## src/rtl/board_io_conditioner.sv

```systemverilog
// Board I/O conditioner: synchronised, debounced inputs with edge pulses,
// and glitch-free PWM dimming for LED outputs with period-aligned duty updates.
module board_io_conditioner #(
  parameter int              N_IN            = 7,
  parameter int              N_LED           = 4,
  parameter int              SYNC_STAGES     = 2,
  parameter int              DEBOUNCE_CYCLES = 100000,
  parameter int              CNT_W           = $clog2(DEBOUNCE_CYCLES + 1),
  parameter int              PWM_W           = 8,
  parameter logic [N_IN-1:0] IN_RESET_VAL    = '0
) (
  input  logic                   clk_i,
  input  logic                   rst_i,
  input  logic [N_IN-1:0]        in_raw_i,
  output logic [N_IN-1:0]        in_level_o,
  output logic [N_IN-1:0]        in_rise_o,
  output logic [N_IN-1:0]        in_fall_o,
  input  logic [N_LED*PWM_W-1:0] led_duty_i,
  input  logic [N_LED-1:0]       led_en_i,
  output logic                   pwm_wrap_o,
  output logic [N_LED-1:0]       led_o
);

  localparam logic [CNT_W-1:0] DB_TC   = CNT_W'(DEBOUNCE_CYCLES - 1);
  localparam logic [PWM_W-1:0] PWM_MAX = '1;

  logic [N_IN-1:0]  sync_q [SYNC_STAGES];
  logic [N_IN-1:0]  sync;
  logic [CNT_W-1:0] db_cnt [N_IN];

  logic [PWM_W-1:0] pwm_cnt;
  logic [PWM_W-1:0] pwm_nxt;
  logic [PWM_W-1:0] duty_sh  [N_LED];
  logic [PWM_W-1:0] duty_nxt [N_LED];
  logic             load_q;

  assign sync = sync_q[SYNC_STAGES-1];

  // Synchroniser chain for the asynchronous pin levels.
  always_ff @(posedge clk_i) begin
    if (rst_i) begin
      for (int s = 0; s < SYNC_STAGES; s++) sync_q[s] <= '0;
    end else begin
      sync_q[0] <= in_raw_i;
      for (int s = 1; s < SYNC_STAGES; s++) sync_q[s] <= sync_q[s-1];
    end
  end

  // Per-channel debounce: a new level must persist DEBOUNCE_CYCLES cycles;
  // edge pulses are raised in the same cycle the level flips.
  always_ff @(posedge clk_i) begin
    if (rst_i) begin
      for (int i = 0; i < N_IN; i++) db_cnt[i] <= '0;
      in_level_o <= IN_RESET_VAL;
      in_rise_o  <= '0;
      in_fall_o  <= '0;
    end else begin
      for (int i = 0; i < N_IN; i++) begin
        in_rise_o[i] <= 1'b0;
        in_fall_o[i] <= 1'b0;
        if (sync[i] == in_level_o[i]) begin
          db_cnt[i] <= '0;
        end else if (db_cnt[i] == DB_TC) begin
          in_level_o[i] <= sync[i];
          in_rise_o[i]  <= sync[i];
          in_fall_o[i]  <= ~sync[i];
          db_cnt[i]     <= '0;
        end else begin
          db_cnt[i] <= db_cnt[i] + CNT_W'(1);
        end
      end
    end
  end

  // Next counter value and next shadow duty; the shadow only reloads at the
  // period boundary (or right after reset) so a mid-period write cannot glitch.
  always_comb begin
    pwm_nxt = pwm_cnt + PWM_W'(1);
    for (int k = 0; k < N_LED; k++) begin
      duty_nxt[k] = duty_sh[k];
      if (load_q || (pwm_cnt == PWM_MAX)) duty_nxt[k] = led_duty_i[k*PWM_W +: PWM_W];
    end
  end

  // PWM counter, wrap pulse, duty shadows and registered LED drive.
  always_ff @(posedge clk_i) begin
    if (rst_i) begin
      pwm_cnt    <= '0;
      pwm_wrap_o <= 1'b0;
      load_q     <= 1'b1;
      led_o      <= '0;
      for (int k = 0; k < N_LED; k++) duty_sh[k] <= '0;
    end else begin
      pwm_cnt    <= pwm_nxt;
      pwm_wrap_o <= (pwm_cnt == PWM_MAX);
      load_q     <= 1'b0;
      for (int k = 0; k < N_LED; k++) begin
        duty_sh[k] <= duty_nxt[k];
        // Full-scale duty is treated as constantly on so there is no dark cycle.
        led_o[k]   <= led_en_i[k] && (duty_nxt[k] != '0) &&
                      ((duty_nxt[k] == PWM_MAX) || (pwm_nxt < duty_nxt[k]));
      end
    end
  end

endmodule
```

## config.mk

```make
export PLATFORM = sky130hd
export DESIGN_NAME = board_io_conditioner
export DESIGN_NICKNAME = d
export VERILOG_FILES = /design/src/rtl/board_io_conditioner.sv
export SDC_FILE = /design/constraint.sdc
export NUM_CORES = 1
export LEC_CHECK = 0
export BUFFER_PORTS_ARGS = -buffer_cell sky130_fd_sc_hd__buf_2
export CORE_MARGIN = 4
export CORE_UTILIZATION = 33
export DETAILED_ROUTE_END_ITERATION = 8
export HOLD_SLACK_MARGIN = 0.06
export PLACE_DENSITY = 0.52
export SLEW_MARGIN = 10
export SYNTH_ARGS = -nofsm -noshare
export SYNTH_HDL_FRONTEND = slang
export SYNTH_SLANG_ARGS = --single-unit
```

## constraint.sdc

```tcl
create_clock -name clk_i -period 3.3 [get_ports clk_i]
set_input_delay 0.33 -clock clk_i [delete_from_list [all_inputs] [get_ports clk_i]]
set_output_delay 0.33 -clock clk_i [all_outputs]
set_load 0.05 [all_outputs]
```

[Word-level counts from Yosys, hierarchy flattened]
Memory sizes are Yosys's and may differ from the RTL's.
Cells that the tools add are included.
Word-level totals
  register bits: 35
  memory bits (writable): 165
  input bits: 45
  memories: 3
Cells by class
  $add $sub $neg: 8
  order comparisons: 4
  equality and inequality tests: 19
  mux-type cells: 111
  bitwise gates (word level): 48
  reductions and logical operators: 31
Memory list
  db_cnt: depth 7, width 17, read ports 7, clocked after Yosys merged registers in 0, wr ports 7, line 29  | logic [CNT_W-1:0] db_cnt [N_IN];
  duty_sh: depth 4, width 8, read ports 4, clocked after Yosys merged registers in 0, wr ports 4, line 33  | logic [PWM_W-1:0] duty_sh [N_LED];
  sync_q: depth 2, width 7, read ports 2, clocked after Yosys merged registers in 0, wr ports 2, line 27  | logic [N_IN-1:0] sync_q [SYNC_STAGES];
Operators by type and width (number)
  2-to-1 mux 17 bit: 21
  adder 17 x 1 -> 17 bit (second input constant): 7
  equality test 17 bit (second input constant): 7
  2-to-1 mux 1 bit: 80
  2-to-1 mux 8 bit: 8
  equality test 8 bit (second input constant): 5
  less-than comparator 8 bit: 4
  nonzero test 8 bit: 4
  bitwise OR 1 bit: 27
  inverter 1 bit: 21
  OR reduction 3 bit: 7
  2-to-1 mux 7 bit: 2
  AND reduction 2 bit: 7
  adder 8 x 1 -> 8 bit (second input constant): 1
  logical AND 1 bit: 8
  equality test 1 bit: 7
  logical OR 1 bit: 5

[Depth between registers and ports, before layout]
  word-level depth: 7
  mapped depth: 13
  depth with buffers taken out: 10

[Worst setup path before layout]
Ideal clock, no wire load.
  path kind: flip-flop to flip-flop
  from: reg pwm_cnt[0]
  to: reg led_o[3]
  library setup time: 0.086 ns
  data arrival time: 2.593 ns
  required time: 3.214 ns
  setup slack: 0.622 ns
  cell stages (with the launch flop): 14
  buffers on the path: 3
  cell sequence: dfxtp_1 > ha_1 > and3_1 > buf_6 > a21o_1 > buf_6 > buf_8 > mux2i_1 > ha_1 > a21o_1 > a21o_1 > a21oi_1 > a21oi_1 > a211oi_1
On the way
  longest elaborated chain between the ends: 6
RTL lines
  start: declaration: line 31  | logic [PWM_W-1:0] pwm_cnt;
  start signal: assignment: line 94  | pwm_cnt <= pwm_nxt;
  branches (longest 5 deep; another with adder 8 x 1 -> 8 bit)
  logical AND 1 bit (*): line 100  | led_o[k] <= led_en_i[k] && (duty_nxt[k] != '0) &&
  end signal: indexed assignment: line 100
  end: declaration: line 21  | output logic [N_LED-1:0] led_o
Every way passes the cells marked *.
A chain may end at the register's enable or synchronous reset.

[Worst setup path after layout]
  from: reg pwm_cnt[5]
  to: reg led_o[1]
The elaborated chain is that of the path after synthesis.

==> flow_summary.toml <==
[layout]
layout.cells.most_common = "nor2_1"
area_delta_synth_final_pct = 17.97
antennaDiodeCount = 0
design_area_um2 = 11610
fin_nets = 1224
layout.cells.non_filler = 1548
finalCoreUtilization = 0.3992
layout_common_cells = "173 x nor2_1, 119 x edfxtp_1, 119 x conb_1, 81 x dfxtp_1"
layout-drive-gt1-share = 0.1040

[synthesis]
syn-cell-area_um2 = 9844
ys_types = 46
ys_ff_latch = 200
ys.flop_type = "edfxtp_1"
seq_area_frac_synth = 0.5277
syn_inst = 960
synth_mux_area_frac = 0.03457
synth_top_cell_by_area = "edfxtp_1"
yosys_warnings = 0
synthSimpleGateAreaFrac = 0.2292
netlist.area_leader.share = 0.3630
netlist_top_cells_area = "edfxtp_1 36%, dfxtp_1 16%, nor2_1 6.6%"
synth_top_family_by_area = "simple AND/OR/NAND/NOR gates"
synthArstFlopShare = 0
synth_edf_count = 119
synth-compound-area-share = 0.05541
synthXorXnorAreaFrac = 0.09431
synth_area_per_cell_um2 = 10.25
yosys.area_share.adder = 0.03559

[run_status]
outcome = "completed"

[clock_network]
numCtsBuffers = 17
tritoncts = "done"
clock-root-buffer = "clkbuf_16"
h-tree-depth = 4
cts.sinks = 200
post_cts_buffers = 0
cts_buffer_depth = 2
cts.clk_slew.worst_paths_ps = 70
hold_buffers = 0
worstSkewPairLatency_ps = 420
ctsResizeCount = 0

[critical_path]
critical_path_class = "reg -> reg"
cp-start-kind = "flip-flop"
worstPathCellList = "and4_1 > a21o_1 > mux2i_1 > ha_1 > a21o_1 > a21o_1 > a21oi_1 > a31oi_1 > a211oi_1"
cp_max_fo = 10
cp_slowest_cell = "a21o_1"
cp_top_family = "compound AO/OA/AOI/OAI gates"
worstPathRequired_ps = 3640
reg2reg_slack_ps = 380
slowest_delay_ps = 550
cp.arrival_ps = 3260
critical_path.startpoint = "pwm_cnt[5]"
cp_common_cell = "a21o_1"
critPathBufInv = 0
end_kind = "flip-flop"
timing.rr.start = "pwm_cnt[5]"

[sta]
post-route-period-util = 0.8841
hold_viol = 0
grt_setup_unrepaired = "false"
skew_ps = 12.16
period_minus_slack_ps = 2918
timing.fmax_mhz = 342.8
relSlewSlack = 0.4378
slew_viol_final = 0
setup_violations = 0
setup_tns_ps = 0
worst_pin_slew_ps = 837.3

[floorplanning]
chipWidth_um = 180.7
initial_core_util = 0.3384
die_h_um = 180.7
num_rows = 62
design.die.area_um2 = 32660
ioPinCount = 71
core-area_um2 = 29090

[flow_run]
max-cap-violations = 0

[detailed_routing]
postRouteAntennaNets = 0
drc_errors = 0
num_vias = 7133
firstDrtPassIters = 5
routedWlPerCell_um = 12.99
drt_iter0_drc = 489
drt_wl_total_um = 20110
via_per_inst = 4.608

[power_and_ir_drop]
p_leak_nw = 4.516
ir_drop_uv = 290.5
powerDensity_nw_per_um2 = 443.3

[hold_path]
min_from = "in_raw_i[3]"
hold_class = "in -> reg"

[placed_design]
hpwl_um = 14680
io_buffers = 70
dp.cells = 1516
placed_cell_area_um2 = 11070
gp_congestion = 0.8215

[grt]
grt_max_degree = 28
grt_usage = 0.1248
overflow = 0
antenna_found_initial = 0
grt_pass1_vias = 6773
grt_pass1_wl_um = 33870
path summary, 6_finish.rpt:
| check | end | cells past startpoint |
|---|---|---|
| worst max-delay path | led_o[1] | 9 |
| worst min-delay path | sync_q[0][3] | 2 |
| worst max register to register | led_o[1] | 9 |
| worst min register to register | sync_q[0][9] | 1 |
cell usage after synthesis (all sizes together) (7+ instances only):
library cell,n
inv,15
dfxtp,81
nor3b,8
buf,13
or3,14
nand3,56
nor2,173
o21ai,18
and4,7
a31oi,8
edfxtp,119
nor4,14
mux2i,34
ha,28
a21oi,30
xnor2,36
nand2,59
xor2,70
and3,20
nor3,19
nand2b,11
a211oi,8
clkbuf,16
nor2b,14
a21o,9
nand4,41
and2,14
per-layer routing:
| layer | vias to the layer above | global-route usage | wire [µm] |
|---|---|---|---|
| li1 | 3698 | - | - |
| met1 | 3313 | 0.1701 | 10110 |
| met2 | 109 | 0.2006 | 9109 |
| met3 | 13 | 0.02855 | 657 |
| met4 | 0 | 0.03418 | 233 |
| met5 | - | 0 | 0 |
logic make-up (layout without fill, tap and decap cells):
family                     after synthesis  in the layout
and+or+nand+nor                        461            461
DFF                                    200            200
xor gates and xnor gates               106            106
AOI/OAI and AO/OA                       86             86
buffers and inverters                   44            130
muxes                                   34             34
adders and majority gates               28             28
other                                    1            119
stage by stage:
stage	setup slack, ps	hold WS (ps)	total power, mW
after global routing	103.2	96.85	5.395
after CTS	354.7	92.03	5.230
after global placement	430.0	420.7	3.237
after floorplan	622.0	357.7	3.119
final	382.4	119.2	5.149
after detailed placement	370.5	428.1	3.241
sequential cells by signal, indices dropped and copies added (netlist names):
signal / cells
in_fall_o: 7
pwm_wrap_o: 1
in_rise_o: 7
pwm_cnt: 8
led_o: 4
load_q: 1
sync_q: 14
db_cnt: 119
duty_sh: 32
in_level_o: 7
cell type report:
cell class                      instances  area, µm²
Inverter                               15      56.30
Timing Repair Buffer                   83      460.4
Clock buffer                           20      456.7
Fill cell                            2936      17480
Multi-Input combinational cell        834       4875
Sequential cell                       200       5195
Tap cell                              384      480.5
Clock inverter                         12      90.09
power breakdown:
group	internal (mW)	leakage, nW	switching, mW	total (mW)
registers	2.74	1.89	0.0838	2.83
clock network	1.02	0.273	0.945	1.96
logic	0.139	2.35	0.221	0.360
total	3.90	4.52	1.25	5.15
No activity file was read; power rests on OpenSTA's default activity.
